<file path="src/rtl/mips_control_fsm.sv">
// Multicycle control unit for the mini MIPS core: decodes the instruction register,
// sequences fetch/decode/execute/memory/write-back and counts retired instructions.
module mips_control_fsm (
  input  logic        clk,
  input  logic        rst_n,
  input  logic [5:0]  opcode,
  input  logic [5:0]  funct,
  input  logic        alu_equal,
  input  logic        mem_ready,
  output logic [2:0]  alu_op,
  output logic        alu_src_a,
  output logic [1:0]  alu_src_b,
  output logic        imm_zext,
  output logic        i_or_d,
  output logic        mem_read,
  output logic        mem_write,
  output logic        ir_write,
  output logic        reg_dst,
  output logic        mem_to_reg,
  output logic        reg_write,
  output logic        pc_write,
  output logic [1:0]  pc_source,
  output logic        retired,
  output logic        illegal,
  output logic [31:0] instr_count
);

  localparam logic [5:0] OpRtype = 6'b000000;
  localparam logic [5:0] OpAddi  = 6'b001000;
  localparam logic [5:0] OpAndi  = 6'b001100;
  localparam logic [5:0] OpOri   = 6'b001101;
  localparam logic [5:0] OpLw    = 6'b100011;
  localparam logic [5:0] OpSw    = 6'b101011;
  localparam logic [5:0] OpBeq   = 6'b000100;
  localparam logic [5:0] OpBne   = 6'b000101;
  localparam logic [5:0] OpJ     = 6'b000010;

  localparam logic [2:0] AluAdd = 3'b000;
  localparam logic [2:0] AluSub = 3'b001;
  localparam logic [2:0] AluAnd = 3'b010;
  localparam logic [2:0] AluOr  = 3'b011;
  localparam logic [2:0] AluXor = 3'b100;
  localparam logic [2:0] AluNor = 3'b101;
  localparam logic [2:0] AluSlt = 3'b110;

  typedef enum logic [3:0] {
    StFetch, StDecode, StMemAddr, StMemRead, StMemWb, StMemWrite, StRExec,
    StRWb, StIExec, StIWb, StBranch, StJump, StIllegal
  } state_e;

  state_e     state;
  logic       r_legal;
  logic [2:0] r_op;

  // R-type funct decode: legality and the ALU operation it selects.
  always_comb begin
    r_legal = 1'b1;
    r_op    = AluAdd;
    case (funct)
      6'b100000: r_op = AluAdd;
      6'b100010: r_op = AluSub;
      6'b100100: r_op = AluAnd;
      6'b100101: r_op = AluOr;
      6'b100110: r_op = AluXor;
      6'b100111: r_op = AluNor;
      6'b101010: r_op = AluSlt;
      default:   r_legal = 1'b0;
    endcase
  end

  // State sequencing and the retired-instruction counter.
  always_ff @(posedge clk or negedge rst_n) begin
    if (!rst_n) begin
      state       <= StFetch;
      instr_count <= 32'd0;
    end else begin
      if (retired) instr_count <= instr_count + 32'd1;
      case (state)
        StFetch:    if (mem_ready) state <= StDecode;
        StDecode: begin
          case (opcode)
            OpLw, OpSw:             state <= StMemAddr;
            OpRtype:                state <= r_legal ? StRExec : StIllegal;
            OpAddi, OpAndi, OpOri:  state <= StIExec;
            OpBeq, OpBne:           state <= StBranch;
            OpJ:                    state <= StJump;
            default:                state <= StIllegal;
          endcase
        end
        StMemAddr:  state <= (opcode == OpLw) ? StMemRead : StMemWrite;
        StMemRead:  if (mem_ready) state <= StMemWb;
        StMemWrite: if (mem_ready) state <= StFetch;
        StRExec:    state <= StRWb;
        StIExec:    state <= StIWb;
        default:    state <= StFetch;
      endcase
    end
  end

  // Moore output decode; everything is held low while reset is asserted so the
  // FETCH strobes cannot write during reset.
  always_comb begin
    alu_op     = AluAdd;
    alu_src_a  = 1'b0;
    alu_src_b  = 2'b00;
    imm_zext   = 1'b0;
    i_or_d     = 1'b0;
    mem_read   = 1'b0;
    mem_write  = 1'b0;
    ir_write   = 1'b0;
    reg_dst    = 1'b0;
    mem_to_reg = 1'b0;
    reg_write  = 1'b0;
    pc_write   = 1'b0;
    pc_source  = 2'b00;
    retired    = 1'b0;
    illegal    = 1'b0;
    if (rst_n) begin
      unique case (state)
        StFetch: begin
          mem_read  = 1'b1;
          alu_src_b = 2'b01;
          ir_write  = mem_ready;
          pc_write  = mem_ready;
        end
        StDecode:  alu_src_b = 2'b11;
        StMemAddr: begin
          alu_src_a = 1'b1;
          alu_src_b = 2'b10;
        end
        StMemRead: begin
          mem_read = 1'b1;
          i_or_d   = 1'b1;
        end
        StMemWb: begin
          reg_write  = 1'b1;
          mem_to_reg = 1'b1;
          retired    = 1'b1;
        end
        StMemWrite: begin
          mem_write = 1'b1;
          i_or_d    = 1'b1;
          retired   = mem_ready;
        end
        StRExec: begin
          alu_src_a = 1'b1;
          alu_op    = r_op;
        end
        StRWb: begin
          reg_write = 1'b1;
          reg_dst   = 1'b1;
          retired   = 1'b1;
        end
        StIExec: begin
          alu_src_a = 1'b1;
          alu_src_b = 2'b10;
          if (opcode == OpAndi) begin
            alu_op   = AluAnd;
            imm_zext = 1'b1;
          end else if (opcode == OpOri) begin
            alu_op   = AluOr;
            imm_zext = 1'b1;
          end
        end
        StIWb: begin
          reg_write = 1'b1;
          retired   = 1'b1;
        end
        StBranch: begin
          alu_op    = AluSub;
          alu_src_a = 1'b1;
          pc_source = 2'b01;
          pc_write  = (opcode == OpBeq) ? alu_equal : !alu_equal;
          retired   = 1'b1;
        end
        StJump: begin
          pc_write  = 1'b1;
          pc_source = 2'b10;
          retired   = 1'b1;
        end
        StIllegal: illegal = 1'b1;
        default: ;
      endcase
    end
  end

endmodule

</file>
<file path="config.mk">
export PLATFORM = sky130hd
export DESIGN_NAME = mips_control_fsm
export DESIGN_NICKNAME = d
export VERILOG_FILES = /design/src/rtl/mips_control_fsm.sv
export SDC_FILE = /design/constraint.sdc
export NUM_CORES = 1
export LEC_CHECK = 0
export BUFFER_PORTS_ARGS = -buffer_cell sky130_fd_sc_hd__buf_2
export CORE_MARGIN = 10
export CORE_UTILIZATION = 47
export CTS_BUF_LIST = sky130_fd_sc_hd__clkbuf_16
export DETAILED_ROUTE_END_ITERATION = 8
export GPL_TIMING_DRIVEN = 0
export PLACE_DENSITY = 0.77
export SETUP_SLACK_MARGIN = 0.15
export SLEW_MARGIN = 40
export SYNTH_ARGS = -nofsm -noshare
export SYNTH_HDL_FRONTEND = slang
export SYNTH_SLANG_ARGS = --single-unit
export TNS_END_PERCENT = 1
</file>
<file path="constraint.sdc">
create_clock -name clk -period 1.7 [get_ports clk]
set_clock_uncertainty 0.1 [all_clocks]
set_input_delay 0.34 -clock clk [delete_from_list [all_inputs] [get_ports clk]]
set_output_delay 0.34 -clock clk [all_outputs]
set_load 0.01 [all_outputs]
</file>
==> metrics.yaml <==
gp_congestion: 0.907
synth_area_leaders: "dfrtp_1 40%, xnor2_1 10%, nand2_1 3.6%"
period_needed_ps: 2320
nNetsFinal: 336
clock-root-buffer: "clkbuf_16"
status: "complete, but fails checks"
p_leak_uw: 0.00141
vias_per_cell: 5.43
dp_slack_ps: -709
whs_ps: -156
min_path_type: "in2async"
netlist_area_um2: 2280
syn_inst: 246
drt-pass1-iter-count: 4
crit_required_ps: 1260
drtIter0Drc: 162
drt_wl_total_um: 6130
tritoncts: "done"
drc: 0
regArea_um2: 906
rsz0062_at_grt: "yes"
coreArea_um2: 4720
tightest_slew_ps: 436
startpoint_type: "register"
antenna_found_initial: 0
syn2layout_area_growth_pct: 30.0
clk_latency_ps: 280
dieWidth_um: 89.6
clockBufferDepth: 2
die_h_um: 89.6
ys.flop_type: "dfrtp_1"
hold_violations: 36
grt_pass1_vias: 2055
yosysSeqAreaShare: 0.395
post-dp-hpwl_um: 4570
clk_pin_slew_worst_paths_ps: 50
syn-num-nets: 263
htreeDepth: 2
setup_viol: 49
diodes: 0
powerDensity_nw_per_um2: 1120
period_share: 1.36
multiInputGateArea_um2: 1340
final.setup.worst_slack_ps: -618
synth_seq_cells: 36
cts.sinks: 36
cts_buffers: 5
synth_edf_count: 0
endpoint_kind: "primary output"
grt_pass1_wl_um: 9800
critPathKind: "reg2out"
maxSlewViolCount: 0
via_count: 2103
synth.largest_area_cell: "dfrtp_1"
ys_types: 47
num_rows: 25
initial_core_util: 0.482
syn_area_per_cell_um2: 9.26
synth_top_area_frac: 0.395
ios: 67
die_area_um2: 8030
ir_drop_v: 0.000587
wl_per_cell_um: 15.8
async_reset_ff_frac: 1.00
grt_max_degree: 44
port_buffers: 65
max_freq_mhz: 431
violations: "negative hold slack, negative setup slack"
grt_use_total: 0.154
yosys_warnings: 0
r2r_slack_ps: -210
n_fill_cell: 391
cp_max_fo: 10
drive_above_1_share: 0.344
antenna_left: 0
drv_cap: 0
grt_overflow: 0
worst_ep_arrival_time_ps: 1880
slew_headroom: 0.707
finalPower_uw: 3330
==> Yosys cell counts, types with 2 or more instances <==
cell type and instances:
a21oi_1 15, and2_1 6, and3_1 8, and4_1 4, buf_2 2, buf_4 2, buf_6 3, clkbuf_1 4
dfrtp_1 36, inv_1 5, nand2_1 22, nand2b_1 6, nand3_1 13, nand4_1 13, nor2_1 16, nor2b_1 5
nor3_1 7, nor3b_1 2, nor4_1 3, nor4_4 2, nor4b_1 2, o21ai_0 8, o22ai_1 3, or2_2 2
or3_1 3, xnor2_1 27, xor2_1 7
==> path summary, 6_finish.rpt <==
kind	from	endpoint	cells past startpoint
setup / recovery	state[3]	alu_op[0]	7
hold / removal	rst_n	instr_count[27]	1
setup reg to reg	state[3]	instr_count[22]	7
hold reg to reg	instr_count[31]	instr_count[31]	1
max in group asynchronous	rst_n	state[2]	1
min in group clk	opcode[4]	state[1]	2
==> power by group <==
part | internal (uW) | switching, uW
clock network | 683 | 334
logic | 525 | 746
registers | 947 | 94.2
total | 2150 | 1170
==> through the flow <==
stage	hold WS (ps)	setup TNS (ps)	std cells	utilization	cell area (um^2)
2_1_floorplan	-55.6	-1650	246	-	2300
3_3_place_gp	359	-37590	378	0.575	2710
3_5_place_dp	252	-20200	378	0.575	2720
4_1_cts	-154	-9920	387	0.624	2950
5_1_grt	-149	-14720	387	0.627	2960
6_report	-156	-9900	387	0.627	2960
==> layer usage <==
| layer | GRT usage | part of all wire | vias up |
|---|---|---|---|
| met5 | 0 | 0 | - |
| met4 | 0.0361 | 0.0083 | 0 |
| met3 | 0.0542 | 0.080 | 8 |
| met2 | 0.261 | 0.50 | 57 |
| met1 | 0.183 | 0.41 | 1011 |
| li1 | - | - | 1027 |
==> cell usage in the layout (no fill, tap or decap), drive strengths merged, types with 2 or more instances in the layout <==
master	count
o22ai	3
nor3b	2
nand2b	6
xor2	7
or2	2
clkbuf	9
xnor2	27
dfrtp	36
nand4	13
nor3	8
nor2	16
a21oi	16
nor4b	3
nand3	13
nand2	22
and4	4
buf	73
o21ai	8
inv	7
nor4	5
nor2b	6
and3	8
or3	3
and2	6
==> cell type report <==
type / instances / area share
Buffer: 11 / 0.0330
Clock buffer: 5 / 0.0422
Inverter: 6 / 0.00929
Clock inverter: 3 / 0.0131
Sequential cell: 36 / 0.306
Multi-Input combinational cell: 193 / 0.452
Timing Repair Buffer: 66 / 0.116
Tap cell: 67 / 0.0283
==> worst max-delay path, stage by stage, from the launching register on <==
cell,delay (ps)
dfrtp_1,370
buf_6,140
nand2b_1,190
or3_4,420
a211oi_2,150
a21oi_1,70
a21oi_2,120
buf_2,140
==> cells by family (layout without fill, tap and decap cells) <==
family | after synthesis | in the layout | synth area share
AND/OR/NAND/NOR | 118 | 118 | 0.308
AO/OA/AOI/OAI | 39 | 39 | 0.113
flip-flops | 36 | 36 | 0.395
XOR/XNOR | 34 | 34 | 0.131
buffers and inverters | 17 | 91 | 0.0423
adder cells (fa/ha/maj) | 1 | 1 | 0.00549
multiplexers | 1 | 1 | 0.00494
==> sequential cells by signal (all words and copies together), names as in the netlist <==
signal / flops
instr_count: 32
state: 4
==> timing repair <==
item	CTS	global route
gates resized for setup	21	7
setup buffers	1	0
endpoints found under the setup margin	51	53
hold endpoints to repair	36	36
pin swaps	15	8
Note: power is estimated with default switching activity, not from simulation.
